==> config.mk <==
export PLATFORM = sky130hd
export DESIGN_NAME = fft_frame_serializer
export DESIGN_NICKNAME = d
export VERILOG_FILES = /design/src/rtl/fft_pkg.sv /design/src/rtl/fft_frame_serializer.sv
export SDC_FILE = /design/constraint.sdc
export NUM_CORES = 1
export LEC_CHECK = 0
export ABC_AREA = 1
export BUFFER_PORTS_ARGS = -buffer_cell sky130_fd_sc_hd__buf_4
export CAP_MARGIN = 20
export CORE_AREA = 2 2 215 217
export DETAILED_ROUTE_END_ITERATION = 10
export DIE_AREA = 0 0 217 219
export PLACE_DENSITY = 0.74
export SETUP_SLACK_MARGIN = 0.3
export SLEW_MARGIN = 20
export SYNTH_ARGS = -nofsm -noshare
export SYNTH_HDL_FRONTEND = slang
export SYNTH_SLANG_ARGS = --single-unit
==> constraint.sdc <==
create_clock -name clk -period 54.5 [get_ports clk]
set_input_delay 13.625 -clock clk [delete_from_list [all_inputs] [get_ports clk]]
set_output_delay 13.625 -clock clk [all_outputs]
set_load 0.05 [all_outputs]
==> src/rtl/fft_pkg.sv <==
// Shared FFT definitions: serializer state encoding, index-width helper and
// the bit-reversal function also used by the FFT input reorder stage.
package fft_pkg;

  typedef enum logic {IDLE, STREAM} ser_state_t;

  // Width of a bin index; a 2-point frame still needs one index bit.
  function automatic int idx_bits(input int samples);
    return (samples > 2) ? $clog2(samples) : 1;
  endfunction

  function automatic logic [31:0] bitrev(input logic [31:0] idx, input int nbits);
    logic [31:0] r;
    r = '0;
    for (int i = 0; i < 32; i++) begin
      if (i < nbits) r[i] = idx[nbits-1-i];
    end
    return r;
  endfunction

endpackage

==> src/rtl/fft_frame_serializer.sv <==
// Captures a full FFT output frame in one handshake and streams the bins out
// one per beat, in natural or bit-reversed order, tagged with index and last.
module fft_frame_serializer
  import fft_pkg::*;
#(
  parameter int SAMPLES     = 16,
  parameter int WIDTH       = 32,
  parameter int BIT_REVERSE = 0,
  localparam int IW         = idx_bits(SAMPLES)
) (
  input  logic                            clk,
  input  logic                            rst_n,
  input  logic                            frame_valid,
  output logic                            frame_ready,
  input  logic [SAMPLES-1:0][WIDTH-1:0]   frame_data,
  output logic                            out_valid,
  input  logic                            out_ready,
  output logic [WIDTH-1:0]                out_data,
  output logic [IW-1:0]                   out_index,
  output logic                            out_last
);

  localparam logic [IW-1:0] LAST_CNT = IW'(SAMPLES - 1);

  if (SAMPLES < 2 || (SAMPLES & (SAMPLES - 1)) != 0) begin : g_bad_samples
    $error("fft_frame_serializer: SAMPLES must be a power of two and >= 2");
  end

  ser_state_t                   state_q, state_d;
  logic [IW-1:0]                cnt_q, cnt_d;
  logic [SAMPLES-1:0][WIDTH-1:0] buf_q, buf_d;
  logic                         capture;
  logic [IW-1:0]                rd_idx;

  // Handshake flags come straight from the state register, so no input
  // can combinationally reach frame_ready or out_valid.
  always_comb begin
    state_d     = state_q;
    cnt_d       = cnt_q;
    capture     = 1'b0;
    frame_ready = (state_q == IDLE);
    out_valid   = (state_q == STREAM);
    case (state_q)
      IDLE: begin
        if (frame_valid) begin
          capture = 1'b1;
          cnt_d   = '0;
          state_d = STREAM;
        end
      end
      STREAM: begin
        if (out_ready) begin
          if (cnt_q == LAST_CNT) begin
            cnt_d   = '0;
            state_d = IDLE;
          end else begin
            cnt_d = cnt_q + 1'b1;
          end
        end
      end
      default: begin
        state_d = IDLE;
        cnt_d   = '0;
      end
    endcase
  end

  always_comb begin
    buf_d = capture ? frame_data : buf_q;
  end

  always_ff @(posedge clk or negedge rst_n) begin
    if (!rst_n) begin
      state_q <= IDLE;
      cnt_q   <= '0;
    end else begin
      state_q <= state_d;
      cnt_q   <= cnt_d;
    end
  end

  // Bin storage carries no reset: its contents only matter once captured.
  always_ff @(posedge clk) begin
    buf_q <= buf_d;
  end

  always_comb begin
    rd_idx    = (BIT_REVERSE != 0) ? IW'(bitrev(32'(cnt_q), IW)) : cnt_q;
    out_index = out_valid ? rd_idx : '0;
    out_data  = out_valid ? buf_q[rd_idx] : '0;
    out_last  = out_valid && (cnt_q == LAST_CNT);
  end

endmodule
Yosys cells after proc, flatten, opt, wreduce, memory -nomap -nowiden. Index checks and enable logic that the tools add are counted.

Flip-flop bits (word level): 517. Bits of input ports: 516. Output and inout port bits: 39. Logic and storage cells: 39.

Add/subtract/negate cells: 1. Order comparisons: 1. Eq/ne operators: 3. Muxes and demuxes: 13. Bitwise operators: 1. Reduce and logical (&&, ||, !) cells: 2.

Operators by type and width (number): $bmux W32 S4 (1); $mux W32 (2); $mux W4 (4); $pmux W4 S2 (1); $lt A4 B5 Y1 const B (1); $add A4 B1 Y4 const B (1); $eq A4 B4 Y1 const B (1); $mux W1 (4); $ne A2 B2 Y1 const B (2); $pmux W1 S2 (1); $reduce_and A2 Y1 (1); $logic_and A1 B1 Y1 (1); $not A1 Y1 (1).

Longest topological paths before layout. Gate-level depths: netlist of the first run.

Depth in word-level cells: 4. Depth in mapped cells: 10.

Worst setup path after synthesis of the first run. OpenSTA, ideal clock, no wires.

Path type: input port to flip-flop. Start: input port frame_valid. End: register buf_q[0] in the netlist's numbering, enable pin. Arrival: 35.095 ns. Slack: 17.992 ns. Stages on the path: 2. Buffers on the path: 0. Path through: inv_1 -> nor2_1.

Word-level cells in the longest chain between the ends: 2.

Ends and longest elaborated chain: start: declaration (RTL line fft_frame_serializer.sv:13) `input logic frame_valid,`; $mux W1 (RTL line fft_frame_serializer.sv:45) `if (frame_valid) begin`; $mux W1 (RTL line fft_frame_serializer.sv:43) `case (state_q)`; named net capture (RTL line fft_frame_serializer.sv:32) `logic capture;`; end signal: assignment (RTL line fft_frame_serializer.sv:84) `buf_q <= buf_d;`; end: declaration (RTL line fft_frame_serializer.sv:31) `logic [SAMPLES-1:0][WIDTH-1:0] buf_q, buf_d;`.

The timed path passes the listed nets, and every way through them passes these cells. A chain may end at the register's enable or synchronous reset.

Final worst setup path of the first run.
Start: register cnt_q[2]. End: output port out_data[15].

Word-level cells in the longest chain between the ends: 3.

Ends and longest elaborated chain: start: declaration (RTL line fft_frame_serializer.sv:30) `logic [IW-1:0] cnt_q, cnt_d;`; start signal: assignment (RTL line fft_frame_serializer.sv:78) `cnt_q <= cnt_d;`; $bmux W32 S4 (RTL line fft_frame_serializer.sv:90) `out_data = out_valid ? buf_q[rd_idx] : '0;`; $mux W32 (implied by the code) (RTL line fft_frame_serializer.sv:90); $mux W32 (RTL line fft_frame_serializer.sv:90); end: declaration (RTL line fft_frame_serializer.sv:18) `output logic [WIDTH-1:0] out_data,`.

Every way passes these cells. The select of a mux whose other input is x is not followed.

==> tab_implementation.tex, run 1 <==
\begin{tabular}{lr}
\hline
Metric & Value \\
\hline
\multicolumn{2}{l}{\textbf{Route}} \\
\quad First-pass iteration count of the detailed router & 6 \\
\quad Detailed route wirelength on metal3 & 6.90 mm \\
\quad Vias per std cell & 5.17 \\
\quad Routed length on met2 & 30.1 mm \\
\quad Met1 wire length & $\sim$24 mm \\
\quad Top routing layer in use & met5 \\
\quad DRC violation total after the first TritonRoute iteration & 2082 \\
\quad Remaining DRCs & 0 \\
\quad Average routed wire per standard cell & around 20 µm \\
\quad Total via count in the routed design & 16574 \\
\quad Wirelength, routed & 63.9 mm \\
\quad Number of routed nets with antenna violations & 0 \\
\multicolumn{2}{l}{\textbf{Power}} \\
\quad Clk pwr share & 0.273 \\
\quad Power Total & 1.32 mW \\
\quad Cell leakage power & 12.4 nW \\
\quad VDD IR max & 0.0000372 V \\
\quad Internal power component & around 0.8 mW \\
\quad Sequential share of power & 0.368 \\
\quad Pwr dens & 47.0 nW/µm² \\
\quad Net switching share of the total power & 0.389 \\
\quad Combinational share of power & 0.359 \\
\quad Sw power & 0.513 mW \\
\multicolumn{2}{l}{\textbf{Synth}} \\
\quad Cell area after technology mapping & $\sim$22000 µm² \\
\quad Syn nets & 2564 \\
\quad Library cells used by synthesis & 21 \\
\quad Count of synthesis-stage warnings from yosys & 0 \\
\quad Share of the yosys chip area belonging to registers & 0.705 \\
\quad Leading cell types by total area after synthesis & sky130\_fd\_sc\_hd\_\_edfxtp\_1 70\%, sky130\_fd\_sc\_hd\_\_nand2\_1 13\%, sky130\_fd\_sc\_hd\_\_nand3\_1 7.3\%, sky130\_fd\_sc\_hd\_\_inv\_1 4.6\%, sky130\_fd\_sc\_hd\_\_buf\_2 1.4\% \\
\quad Post-Syn Instances & between 2000 and 2500 \\
\quad Syn avg cell area & 10.7 µm² \\
\quad Share of the synthesized area in the top cell type & 0.699 \\
\quad Dominant cell type by area after synthesis & sky130\_fd\_sc\_hd\_\_edfxtp\_1 \\
\quad Seq cells post-synth & roughly 520 \\
\multicolumn{2}{l}{\textbf{Worst setup path}} \\
\quad Crit Path Category & reg -> out \\
\quad Kind of capture point of the worst setup path & output port \\
\quad Critical Path Source Type & flop \\
\quad Maximum fanout along the worst path & 69 \\
\quad Critical path data arrival time & between 4 and 5 ns \\
\quad Worst Reg2Reg Path Length in Cells & 4 \\
\quad Endpoint required time on the critical path & between 40 and 50 ns \\
\multicolumn{2}{l}{\textbf{Timing}} \\
\quad WHS & 0.905 ns \\
\quad Smallest setup slack after layout & roughly 37 ns \\
\quad Setup repair after global routing missed its margin & no \\
\quad Worst-Margin Slew & approximately 1.2 ns \\
\quad Period utilisation layout & 0.327 \\
\quad Final hold violations & 0 \\
\quad Min cycle time layout & 17.84 ns \\
\quad Setup TNS & 0 ns \\
\quad Number of pins with negative max-slew slack in the final report & 0 \\
\quad Maximum achievable frequency & 56.1 MHz \\
\quad Largest clock skew in the final design & 0.0117 ns \\
\quad Normalized max-slew margin & 0.182 \\
\quad Finish-stage setup viols & 0 \\
\multicolumn{2}{l}{\textbf{CTS}} \\
\quad Post-CTS Hold Fix Bufs & 0 \\
\quad Post-cts resize count & 0 \\
\quad Clock Pin Slew Worst Setup and Hold Paths & 0.06 ns \\
\quad Root Buffer & sky130\_fd\_sc\_hd\_\_clkbuf\_16 \\
\quad Number of buffers inserted during clock tree synthesis & 53 \\
\quad Post-CTS Repair Setup Buffers & 0 \\
\quad Number of sinks on the clock net & 517 \\
\quad Buffer depth of the longest clock path & 3 \\
\quad CTS H-tree depth & 2 \\
\quad TritonCTS clock tree & done \\
\quad Worst skew pair latency & about 0.59 ns \\
\multicolumn{2}{l}{\textbf{Worst hold path}} \\
\quad Classification of the worst-slack hold path & reg -> reg \\
\quad Depth of the worst hold-timing path & 2 \\
\multicolumn{2}{l}{\textbf{Cells and area}} \\
\quad Most common cell after layout, fill and taps aside & sky130\_fd\_sc\_hd\_\_nand2\_1 \\
\quad Fraction of layout instances using a drive strength above 1 & 0.251 \\
\quad Number of filler instances in the final layout & 3492 \\
\quad Commonest non-fill, non-tap cells in the layout & 780 x sky130\_fd\_sc\_hd\_\_nand2\_1, 567 x sky130\_fd\_sc\_hd\_\_buf\_4, 512 x sky130\_fd\_sc\_hd\_\_edfxtp\_1 \\
\quad Area taken by flip-flops and latches & 15500 µm² \\
\quad Fin nets & 3076 \\
\quad Post-synthesis to final-layout area growth & 27.8\% \\
\quad Multi-input gate area & 4780 µm² \\
\multicolumn{2}{l}{\textbf{Placed design}} \\
\quad Placed wire-length estimate & roughly 43 mm \\
\quad Weighted congestion reported at the end of routability-driven placement & $\sim$0.9 \\
\quad Number of port buffers & 554 \\
\quad Placement-stage worst setup slack & 36.90 ns \\
\multicolumn{2}{l}{\textbf{Die}} \\
\quad Height of the die & 219 µm \\
\quad Core Footprint & roughly 45000 µm² \\
\quad Die Width & 217 µm \\
\quad Number of top-level pins & 555 \\
\quad Initial core utilization & 0.488 \\
\quad \# rows & about 80 \\
\quad Area enclosed by the die boundary & 47500 µm² \\
\multicolumn{2}{l}{\textbf{Global routing}} \\
\quad First-pass GRT wire length & 92.8 mm \\
\quad Largest net degree at the start of global routing & 197 \\
\quad Initial antenna violation count & 6 \\
\quad Gr usage total & 0.262 \\
\quad Number of global-route vias before repair & 16099 \\
\quad GRT Residual Overflow & 0 \\
\multicolumn{2}{l}{\textbf{Job}} \\
\quad Number of maximum-capacitance violations & 0 \\
\multicolumn{2}{l}{\textbf{Run status}} \\
\quad Status & completed \\
\hline
\end{tabular}
## layer usage
metal  up-vias  global-route usage
met5         -                   0
met4         4               0.112
met3       150              0.0663
met2       917               0.417
met1      7781               0.345
li1       7722                   -
## cells in the mapped netlist
| cell | n |
|---|---|
| sky130_fd_sc_hd__nand2_1 | 780 |
| sky130_fd_sc_hd__edfxtp_1 | 512 |
| sky130_fd_sc_hd__nand3_1 | 321 |
| sky130_fd_sc_hd__inv_1 | 268 |
| sky130_fd_sc_hd__buf_2 | 61 |
| sky130_fd_sc_hd__a21oi_1 | 32 |
| sky130_fd_sc_hd__buf_6 | 23 |
| sky130_fd_sc_hd__clkbuf_1 | 13 |
| sky130_fd_sc_hd__buf_1 | 10 |
| sky130_fd_sc_hd__dfrtp_1 | 5 |
| sky130_fd_sc_hd__nor2_1 | 5 |
| sky130_fd_sc_hd__o21ai_0 | 4 |
| sky130_fd_sc_hd__buf_4 | 3 |
| sky130_fd_sc_hd__clkinv_1 | 2 |
| sky130_fd_sc_hd__inv_2 | 2 |
| sky130_fd_sc_hd__a22oi_1 | 1 |
| sky130_fd_sc_hd__buf_8 | 1 |
| sky130_fd_sc_hd__ha_1 | 1 |
| sky130_fd_sc_hd__inv_4 | 1 |
| sky130_fd_sc_hd__o22ai_1 | 1 |
| sky130_fd_sc_hd__xor2_1 | 1 |
## worst paths after layout
| path | slack (ns) | endpoint | from |
|---|---|---|---|
| worst min-delay path | 0.91 | cnt_q[3] | cnt_q[3] |
| worst max register to register | 50.07 | buf_q[104] | out_valid |
| max in group asynchronous | 41.53 | cnt_q[1] | rst_n |
| worst min register to register | 0.91 | cnt_q[3] | cnt_q[3] |
| worst max-delay path | 36.66 | out_data[15] | cnt_q[2] |
| min in group asynchronous | 12.84 | cnt_q[0] | rst_n |
## logic make-up (layout without fill, tap and decap cells)
group,Yosys count,count (layout),synth area share
compound gates,38,38,0.00882
flops,517,517,0.705
fa+ha+maj,1,1,0.000569
xor+xnor,1,1,0.000398
other cells,0,5,0
buf+inv,384,940,0.0780
simple gates,1106,1106,0.207
## sequential cells by signal, indices dropped and copies added, names as in the netlist
register,cells
cnt_q,4
buf_q,512
out_valid,1
## worst max-delay path, stage by stage, from the launching register on
cell	delay [ns]
sky130_fd_sc_hd__dfrtp_4	1.09
sky130_fd_sc_hd__clkinv_2	0.89
sky130_fd_sc_hd__buf_4	0.53
sky130_fd_sc_hd__nand3_1	0.16
sky130_fd_sc_hd__nand3_1	0.28
sky130_fd_sc_hd__a21oi_1	0.30
sky130_fd_sc_hd__buf_4	0.23
## through the flow
| step | cells | util | instance area, µm² |
|---|---|---|---|
| 6_report | 3208 | 0.623 | 28100 |
| 4_1_cts | 3203 | 0.623 | 28100 |
| 3_5_place_dp | 3104 | 0.584 | 26400 |
| 2_1_floorplan | 2047 | - | 22000 |
| 3_3_place_gp | 3104 | 0.584 | 26400 |
| 5_1_grt | 3207 | 0.623 | 28100 |
## area by class of cell
type,instances,area share
Multi-Input combinational cell,1146,0.170
Inverter,273,0.0369
Tap cell,600,0.0267
Sequential cell,517,0.552
Antenna cell,5,0.000445
Timing Repair Buffer,568,0.152
Clock inverter,38,0.0116
Clock buffer,61,0.0498
## power by group through the flow
stage	clock network, mW	logic, mW	registers [mW]
5_1_grt	0.381	0.510	0.488
6_report	0.361	0.473	0.486
4_1_cts	0.366	0.473	0.486
3_5_place_dp	0	0.471	0.495
3_3_place_gp	0	0.466	0.494
2_1_floorplan	0	0.338	0.481
(Power assumes the default switching activity.)
==> run 2: changes to the inputs <==
--- a/config.mk
+++ b/config.mk
@@ -8,10 +8,10 @@
 export ABC_AREA = 1
 export BUFFER_PORTS_ARGS = -buffer_cell sky130_fd_sc_hd__buf_4
 export CAP_MARGIN = 20
-export CORE_AREA = 2 2 215 217
+export CORE_MARGIN = 2
+export CORE_UTILIZATION = 48
 export DETAILED_ROUTE_END_ITERATION = 10
-export DIE_AREA = 0 0 217 219
-export PLACE_DENSITY = 0.74
+export PLACE_DENSITY = 0.76
 export SETUP_SLACK_MARGIN = 0.3
 export SLEW_MARGIN = 20
 export SYNTH_ARGS = -nofsm -noshare
==> constraint.sdc (replaced) <==
create_clock -name clk -period 15.65 [get_ports clk]
set_input_delay 3.9125 -clock clk [delete_from_list [all_inputs] [get_ports clk]]
set_output_delay 3.9125 -clock clk [all_outputs]
set_load 0.05 [all_outputs]
==> run 2 against run 1 <==
Net effect:
- combinational power grew to 3.6 times the previous value
- register-to-register slack got worse by 38 ns
- clock-buffer cell count increased by 9
- routed wire length grew 1.9%
- via count rose by 0.71%
- setup slack lost 29 ns
- die area about the same
- critical path depth unchanged
- clock skew is 0.0057 ns higher
- power increased to 3.5 times the previous value
==> tab_implementation.tex, run 2 (synthesis gave the netlist of run 1 again) <==
\begin{tabular}{lr}
\hline
Metric & Value \\
\hline
\multicolumn{2}{l}{\textbf{Route}} \\
\quad Number of routed nets with antenna violations & 0 (unchanged) \\
\quad First-pass iteration count of the detailed router & 6 (unchanged) \\
\quad Total via count in the routed design & 16691 (+0.71\%) \\
\quad Vias per std cell & 5.19 (+0.49\%) \\
\quad Remaining DRCs & 0 (unchanged) \\
\quad DRC violation total after the first TritonRoute iteration & 1848 (-11\%) \\
\quad Wirelength, routed & 65.2 mm (+1.9\%) \\
\quad Average routed wire per standard cell & 20.3 µm (+1.7\%) \\
\multicolumn{2}{l}{\textbf{Placed design}} \\
\quad Weighted congestion reported at the end of routability-driven placement & 0.900 (-2.1\%) \\
\quad Placed wire-length estimate & 43.5 mm (+0.92\%) \\
\quad Placement-stage worst setup slack & 8.06 ns (-28.84 ns) \\
\quad Number of port buffers & 554 (unchanged) \\
\multicolumn{2}{l}{\textbf{Timing}} \\
\quad Finish-stage setup viols & 0 (unchanged) \\
\quad Worst-Margin Slew & 1.13 ns (-0.0922 ns) \\
\quad Largest clock skew in the final design & 0.0174 ns (+0.00567 ns) \\
\quad WHS & 1.01 ns (+0.108 ns) \\
\quad Setup repair after global routing missed its margin & no \\
\quad Normalized max-slew margin & 0.244 (+0.0615) \\
\quad Number of pins with negative max-slew slack in the final report & 0 (unchanged) \\
\quad Min cycle time layout & 8.18 ns \\
\quad Final hold violations & 0 (unchanged) \\
\quad Smallest setup slack after layout & 7.47 ns (-29.20 ns) \\
\quad Period utilisation layout & 0.523 \\
\quad Setup TNS & 0 ns (unchanged) \\
\quad Maximum achievable frequency & 122 MHz \\
\multicolumn{2}{l}{\textbf{CTS}} \\
\quad Post-CTS Repair Setup Buffers & 0 (unchanged) \\
\quad Post-CTS Hold Fix Bufs & 0 (unchanged) \\
\quad Number of sinks on the clock net & 517 (unchanged) \\
\quad Worst skew pair latency & 0.59 ns (about the same) \\
\quad TritonCTS clock tree & done \\
\quad Clock Pin Slew Worst Setup and Hold Paths & 0.06 ns (about the same) \\
\quad Root Buffer & sky130\_fd\_sc\_hd\_\_clkbuf\_16 \\
\quad Post-cts resize count & 0 (unchanged) \\
\quad Buffer depth of the longest clock path & 3 (unchanged) \\
\quad Number of buffers inserted during clock tree synthesis & 55 (+3.8\%) \\
\quad CTS H-tree depth & 2 (unchanged) \\
\multicolumn{2}{l}{\textbf{Cells and area}} \\
\quad Commonest non-fill, non-tap cells in the layout & 780 x sky130\_fd\_sc\_hd\_\_nand2\_1, 566 x sky130\_fd\_sc\_hd\_\_buf\_4, 512 x sky130\_fd\_sc\_hd\_\_edfxtp\_1 \\
\quad Max reg flops & 512 (unchanged) \\
\quad Most common cell after layout, fill and taps aside & sky130\_fd\_sc\_hd\_\_nand2\_1 \\
\quad Fin nets & 3081 (+0.16\%) \\
\quad Biggest register & buf\_q \\
\quad Fraction of layout instances using a drive strength above 1 & 0.252 (+0.00144) \\
\quad Number of filler instances in the final layout & 3477 (-0.43\%) \\
\quad Post-synthesis to final-layout area growth & 28.2\% \\
\multicolumn{2}{l}{\textbf{Global routing}} \\
\quad GRT Residual Overflow & 0 (unchanged) \\
\quad Gr usage total & 0.269 (+0.00667) \\
\quad Largest net degree at the start of global routing & 202 (+2.5\%) \\
\quad Number of global-route vias before repair & 16328 (+1.4\%) \\
\quad First-pass GRT wire length & 94.4 mm (+1.7\%) \\
\quad Initial antenna violation count & 10 (+4) \\
\multicolumn{2}{l}{\textbf{Die}} \\
\quad Initial core utilization & 0.485 (-0.00210) \\
\quad Core Footprint & 45300 µm² (+0.43\%) \\
\quad Number of top-level pins & 555 (unchanged) \\
\quad Die Width & 218 µm (+0.46\%) \\
\quad Height of the die & 218 µm (-0.45\%) \\
\quad \# rows & 78 (unchanged) \\
\quad Area enclosed by the die boundary & 47500 µm² (about the same) \\
\multicolumn{2}{l}{\textbf{Worst setup path}} \\
\quad Stage delay of the slowest cell on the critical path & 1.15 ns (+0.06 ns) \\
\quad Worst Setup SP & cnt\_q[2] \\
\quad Crit Path Category & reg -> out \\
\quad Critical-path cell with the highest stage delay & sky130\_fd\_sc\_hd\_\_dfrtp\_4 \\
\quad Critical Path Source Type & flop \\
\quad Slack of the worst reg-to-reg path & 12.54 ns (-37.53 ns) \\
\quad Maximum fanout along the worst path & 69 (unchanged) \\
\quad Kind of capture point of the worst setup path & output port \\
\quad Endpoint required time on the critical path & 11.74 ns (-29.14 ns) \\
\quad Terminus of the critical flop-to-flop path & buf\_q[9] \\
\quad Critical path data arrival time & 4.27 ns (+0.06 ns) \\
\quad Cell breakdown of the critical path & clkinv\_2 -> buf\_4 -> nand3\_1 -> nand3\_1 -> a21oi\_1 -> buf\_4 \\
\quad Origin of the critical flop-to-flop path & out\_valid \\
\quad Worst Reg2Reg Path Length in Cells & 3 (-1) \\
\multicolumn{2}{l}{\textbf{Worst hold path}} \\
\quad Destination of the worst hold path & cnt\_q[2] \\
\quad Classification of the worst-slack hold path & reg -> reg \\
\quad Critical hold path startpoint & out\_valid \\
\quad Depth of the worst hold-timing path & 4 (+2) \\
\multicolumn{2}{l}{\textbf{Power}} \\
\quad VDD IR max & 0.000166 V (+350\%) \\
\quad Pwr dens & 163 nW/µm² (+250\%) \\
\quad Cell leakage power & 12.4 nW (+0.18\%) \\
\multicolumn{2}{l}{\textbf{Run status}} \\
\quad Status & completed \\
\multicolumn{2}{l}{\textbf{Job}} \\
\quad Number of maximum-capacitance violations & 0 (unchanged) \\
\hline
\end{tabular}
run 2: cell count changes in the layout (fill, tap and decap cells not counted), sizes merged:
| cell | change |
|---|---|
| inv | +1 |
| buf | +3 |
| clkinv | -7 |
| clkinvlp | +2 |
| diode | +2 |
| bufinv | -3 |
| clkbuf | +9 |
run 2: routing by layer:
metal,vias to the layer above,part of all wire,track usage
li1,7727,-,-
met1,7820,0.37,0.340
met2,985,0.47,0.428
met3,157,0.11,0.0766
met4,2,0.045,0.130
met5,-,0.00012,0
run 2: metrics by stage:
stage | total power [mW] | util | cell area, µm² | cells
6_report | 4.61 | 0.622 | 28200 | 3215
2_1_floorplan | 2.82 | - | 22000 | 2047
3_5_place_dp | 3.37 | 0.583 | 26400 | 3105
4_1_cts | 4.61 | 0.621 | 28100 | 3206
3_3_place_gp | 3.35 | 0.582 | 26300 | 3103
5_1_grt | 4.80 | 0.622 | 28200 | 3215
run 2: area by class of cell:
| class | instances | area (µm²) | area share |
|---|---|---|---|
| multi-input cells | 1146 | 4780 | 0.169 |
| flip-flops and latches | 517 | 15500 | 0.551 |
| clock inverters | 31 | 251 | 0.00893 |
| repair buffers | 571 | 4380 | 0.155 |
| inverters | 273 | 1040 | 0.0368 |
| diodes | 7 | 17.5 | 0.000622 |
| clock buffers | 70 | 1450 | 0.0516 |
| well taps | 600 | 751 | 0.0266 |
run 2: critical path: cells and delay by family, from the launching register on:
family | cells | cell delay [ns]
AOI/OAI and AO/OA | 1 | 0.34
and+or+nand+nor | 2 | 0.49
buffers and inverters | 3 | 1.58
DFF | 1 | 1.15
run 2: worst max path at each step:
stage               slack (ns)      endpoint  depth (start not counted)
global placement          8.06  out_data[31]                          9
CTS                       7.40  out_data[17]                          9
finish                    7.47  out_data[18]                          6
global route              7.36  out_data[20]                          6
detailed placement        8.06  out_data[23]                          9
floorplan                 3.69      buf_q[0]                          2
run 2: where the power goes:
group          switching (mW)  total (mW)  leakage (nW)  internal [mW]
clock network           0.533        1.24         0.832          0.707
logic                    1.19        1.68          6.93          0.493
registers              0.0976        1.68          4.66           1.59
==> run 3: changes to the inputs <==
--- a/config.mk
+++ b/config.mk
@@ -5,13 +5,13 @@
 export SDC_FILE = /design/constraint.sdc
 export NUM_CORES = 1
 export LEC_CHECK = 0
-export ABC_AREA = 1
+export ABC_AREA = 0
 export BUFFER_PORTS_ARGS = -buffer_cell sky130_fd_sc_hd__buf_4
 export CAP_MARGIN = 20
-export CORE_MARGIN = 2
-export CORE_UTILIZATION = 48
+export CORE_AREA = 2 2 217 219
 export DETAILED_ROUTE_END_ITERATION = 10
-export PLACE_DENSITY = 0.76
+export DIE_AREA = 0 0 219 221
+export PLACE_DENSITY = 0.72
 export SETUP_SLACK_MARGIN = 0.3
 export SLEW_MARGIN = 20
 export SYNTH_ARGS = -nofsm -noshare
==> constraint.sdc (replaced) <==
create_clock -name clk -period 7.42 [get_ports clk]
set_input_delay 1.855 -clock clk [delete_from_list [all_inputs] [get_ports clk]]
set_output_delay 1.855 -clock clk [all_outputs]
set_load 0.05 [all_outputs]
==> run 3 against run 2 <==
Net effect:
- final area decreased by 5.9%
- global-route usage decreased by 4.3 points
- register-to-register slack worse by 7.7 ns
- critical path depth stayed put
- worst hold slack got worse by 0.43 ns
- critical path type unchanged
- cell count decreased by 28%
- die area is 1.8% higher
- sequential share of layout area is 3.4 points higher
- highest routed layer unchanged
- power grew 110%
==> tab_implementation.tex, run 3 <==
\begin{tabular}{lr}
\hline
Metric & Value \\
\hline
\multicolumn{2}{l}{\textbf{Run status}} \\
\quad Status & completed \\
\multicolumn{2}{l}{\textbf{Synth}} \\
\quad Syn nets & 1613 (-37\%) \\
\quad Leading cell types by total area after synthesis & sky130\_fd\_sc\_hd\_\_edfxtp\_1 76\%, sky130\_fd\_sc\_hd\_\_mux2i\_1 13\%, sky130\_fd\_sc\_hd\_\_a22oi\_1 4.7\%, sky130\_fd\_sc\_hd\_\_nand3\_1 1.6\%, sky130\_fd\_sc\_hd\_\_buf\_6 0.95\% \\
\quad Dominant cell type by area after synthesis & sky130\_fd\_sc\_hd\_\_edfxtp\_1 \\
\quad Cell area after technology mapping & 20300 µm² (-7.9\%) \\
\quad Most repeated cell in the gate-level netlist after synthesis & sky130\_fd\_sc\_hd\_\_edfxtp\_1 \\
\quad Primary flip-flop cell chosen by synthesis mapping & sky130\_fd\_sc\_hd\_\_edfxtp\_1 \\
\quad Post-Syn Instances & 1096 (-46\%) \\
\quad Share of the synthesized area in the top cell type & 0.759 (+0.0598) \\
\quad Count of synthesis-stage warnings from yosys & 0 (unchanged) \\
\quad Seq cells post-synth & 517 (unchanged) \\
\quad Syn avg cell area & 18.5 µm² (+72\%) \\
\quad Library cells used by synthesis & 32 (+52\%) \\
\quad Post-synth EDFFs & 512 (unchanged) \\
\quad Share of the yosys chip area belonging to registers & 0.765 (+0.0603) \\
\quad Commonest cells post-synth & 512 x sky130\_fd\_sc\_hd\_\_edfxtp\_1, 253 x sky130\_fd\_sc\_hd\_\_mux2i\_1, 126 x sky130\_fd\_sc\_hd\_\_a22oi\_1 \\
\quad Share of flip-flops with an asynchronous set or reset after synthesis & 0.00967 (unchanged) \\
\multicolumn{2}{l}{\textbf{CTS}} \\
\quad Number of buffers inserted during clock tree synthesis & 54 (-1.8\%) \\
\quad Number of sinks on the clock net & 517 (unchanged) \\
\quad Post-CTS Repair Setup Buffers & 0 (unchanged) \\
\quad Post-cts resize count & 0 (unchanged) \\
\quad TritonCTS clock tree & done \\
\quad Worst skew pair latency & 0.59 ns (about the same) \\
\quad Clock Pin Slew Worst Setup and Hold Paths & 0.06 ns (about the same) \\
\quad Root Buffer & sky130\_fd\_sc\_hd\_\_clkbuf\_16 \\
\quad Buffer depth of the longest clock path & 3 (unchanged) \\
\quad Post-CTS Hold Fix Bufs & 0 (unchanged) \\
\quad CTS H-tree depth & 2 (unchanged) \\
\multicolumn{2}{l}{\textbf{Power}} \\
\quad Pwr dens & 372 nW/µm² (+130\%) \\
\quad Cell leakage power & 10.1 nW (-18\%) \\
\quad VDD IR max & 0.000342 V (+110\%) \\
\quad Power Total & 9.87 mW (+110\%) \\
\multicolumn{2}{l}{\textbf{Worst setup path}} \\
\quad Critical-path cell with the highest stage delay & sky130\_fd\_sc\_hd\_\_dfrtp\_4 \\
\quad Cell family with most CP delay & flip-flops \\
\quad Kind of capture point of the worst setup path & output port \\
\quad Stage delay of the slowest cell on the critical path & 0.94 ns (-0.21 ns) \\
\quad Cell breakdown of the critical path & buf\_12 -> mux2i\_1 -> a22oi\_1 -> nand3\_1 -> nand2\_1 -> buf\_4 \\
\quad Maximum fanout along the worst path & 80 (+16\%) \\
\quad Critical Path Source Type & flop \\
\quad Critical path data arrival time & 3.18 ns (-1.09 ns) \\
\quad Crit Path Category & reg -> out \\
\quad Origin of the critical flop-to-flop path & out\_valid \\
\quad Buffers plus inverters on the worst setup path & 2 (-1) \\
\quad Worst Setup SP & cnt\_q[0] \\
\quad Endpoint required time on the critical path & 5.57 ns (-6.17 ns) \\
\multicolumn{2}{l}{\textbf{Route}} \\
\quad First-pass iteration count of the detailed router & 5 (-1) \\
\quad Number of routed nets with antenna violations & 0 (unchanged) \\
\quad Total via count in the routed design & 12286 (-26\%) \\
\quad DRC violation total after the first TritonRoute iteration & 1028 (-44\%) \\
\quad Remaining DRCs & 0 (unchanged) \\
\quad Average routed wire per standard cell & 24.3 µm (+20\%) \\
\quad Wirelength, routed & 56.1 mm (-14\%) \\
\quad Vias per std cell & 5.32 (+2.4\%) \\
\multicolumn{2}{l}{\textbf{Cells and area}} \\
\quad Commonest non-fill, non-tap cells in the layout & 565 x sky130\_fd\_sc\_hd\_\_buf\_4, 512 x sky130\_fd\_sc\_hd\_\_edfxtp\_1, 253 x sky130\_fd\_sc\_hd\_\_mux2i\_1 \\
\quad Number of filler instances in the final layout & 3582 (+3.0\%) \\
\quad Fraction of layout instances using a drive strength above 1 & 0.388 (+0.136) \\
\quad Most common cell after layout, fill and taps aside & sky130\_fd\_sc\_hd\_\_buf\_4 \\
\quad Max reg flops & 512 (unchanged) \\
\quad Number of standard cells in the final layout excluding fillers & 2311 (-28\%) \\
\quad Area taken by flip-flops and latches & 15500 µm² (about the same) \\
\quad Biggest register & buf\_q \\
\quad Multi-input gate area & 4200 µm² (-12\%) \\
\quad Post-synthesis to final-layout area growth & 30.9\% \\
\quad Fin nets & 2175 (-29\%) \\
\multicolumn{2}{l}{\textbf{Timing}} \\
\quad Number of pins with negative max-slew slack in the final report & 0 (unchanged) \\
\quad Worst-Margin Slew & 1.07 ns (-0.0612 ns) \\
\quad Min cycle time layout & 5.03 ns \\
\quad Largest clock skew in the final design & 0.0128 ns (-0.00466 ns) \\
\quad Final hold violations & 0 (unchanged) \\
\quad Normalized max-slew margin & 0.284 (+0.0408) \\
\quad Maximum achievable frequency & 199 MHz \\
\quad Finish-stage setup viols & 0 (unchanged) \\
\quad Setup repair after global routing missed its margin & no \\
\quad Smallest setup slack after layout & 2.39 ns (-5.08 ns) \\
\quad Period utilisation layout & 0.678 \\
\multicolumn{2}{l}{\textbf{Worst hold path}} \\
\quad Critical hold path startpoint & cnt\_q[3] \\
\quad Classification of the worst-slack hold path & reg -> reg \\
\multicolumn{2}{l}{\textbf{Die}} \\
\quad Core Footprint & 46100 µm² (+1.7\%) \\
\quad Area enclosed by the die boundary & 48400 µm² (+1.8\%) \\
\quad Number of top-level pins & 555 (unchanged) \\
\quad Height of the die & 221 µm (+1.4\%) \\
\quad Initial core utilization & 0.440 (-0.0458) \\
\quad Die Width & 219 µm (+0.46\%) \\
\quad \# rows & 79 (+1.3\%) \\
\multicolumn{2}{l}{\textbf{Global routing}} \\
\quad Number of global-route vias before repair & 12637 (-23\%) \\
\quad Initial antenna violation count & 6 (-4) \\
\quad GRT Residual Overflow & 0 (unchanged) \\
\quad First-pass GRT wire length & 79.9 mm (-15\%) \\
\quad Largest net degree at the start of global routing & 175 (-13\%) \\
\quad Gr usage total & 0.227 (-0.0426) \\
\multicolumn{2}{l}{\textbf{Placed design}} \\
\quad Number of placed instances, taps included & 2209 (-29\%) \\
\quad Placement-stage worst setup slack & 3.00 ns (-5.06 ns) \\
\quad Weighted congestion reported at the end of routability-driven placement & 0.821 (-8.8\%) \\
\quad Placed wire-length estimate & 38.9 mm (-11\%) \\
\quad Number of port buffers & 554 (unchanged) \\
\multicolumn{2}{l}{\textbf{Job}} \\
\quad Number of maximum-capacitance violations & 0 (unchanged) \\
\hline
\end{tabular}
[run 3: cell types whose count changed after synthesis, sizes merged, moves of 3 or more]
cell / before / now
a22oi: 1 / 126
inv: 271 / 3
a21oi: 32 / 2
nand2: 780 / 40
clkbuf: 13 / 5
o21ai: 4 / 1
and2: 0 / 6
nand3: 321 / 64
buf: 98 / 60
mux2i: 0 / 253
nor2: 5 / 2
nor2b: 0 / 3
[run 3: cell type report]
cell class | count | share of cell area
Multi-Input combinational cell | 511 | 0.159
Clock buffer | 68 | 0.0538
Inverter | 3 | 0.000566
Tap cell | 607 | 0.0286
Timing Repair Buffer | 571 | 0.165
Antenna cell | 5 | 0.000472
Clock inverter | 29 | 0.00868
Sequential cell | 517 | 0.585
[run 3: cells by family (layout without fill, tap and decap cells)]
kind of cell,count (synthesis),after routing,synth area share
compound gates,135,135,0.0495
xor+xnor,1,1,0.000433
fa+ha+maj,1,1,0.000618
buf+inv,68,671,0.0291
flops,517,517,0.765
mux,256,256,0.127
other cells,0,5,0
simple gates,118,118,0.0277
[run 3: report_power, final]
| group | internal (mW) | switching, mW | total, mW | leakage [nW] |
|---|---|---|---|---|
| Clock | 1.46 | 1.09 | 2.55 | 0.803 |
| Combinational | 1.23 | 2.35 | 3.58 | 4.64 |
| Sequential | 3.58 | 0.160 | 3.74 | 4.70 |
| Total | 6.27 | 3.60 | 9.87 | 10.1 |
[run 3: final timing paths]
kind                                 to  slack [ns]  depth (start not counted)
min in group asynchronous      cnt_q[0]        1.07                          1
max reg2reg                  buf_q[434]        4.81                          4
min                            cnt_q[3]        0.59                          1
max                        out_data[21]        2.39                          6
min reg2reg                    cnt_q[3]        0.59                          1
max in group asynchronous      cnt_q[0]        6.23                          1
[run 3: stage by stage]
step / cell area (µm²) / TNS, ns / hold slack, ns / utilization
detailed placement: 24800 / 0 / 0.570 / 0.539
global route: 26500 / 0 / 0.618 / 0.576
global placement: 24800 / 0 / 0.560 / 0.539
floorplan: 20300 / -1321.17 / 0.472 / -
CTS: 26500 / 0 / 0.580 / 0.575
finish: 26500 / 0 / 0.587 / 0.576
[run 3: routing by layer]
| metal | vias to the layer above | track usage | share of wire |
|---|---|---|---|
| li1 | 5539 | - | - |
| met1 | 6081 | 0.297 | 0.40 |
| met2 | 561 | 0.360 | 0.48 |
| met3 | 103 | 0.0597 | 0.081 |
| met4 | 2 | 0.0905 | 0.034 |
| met5 | - | 0 | 0.00023 |
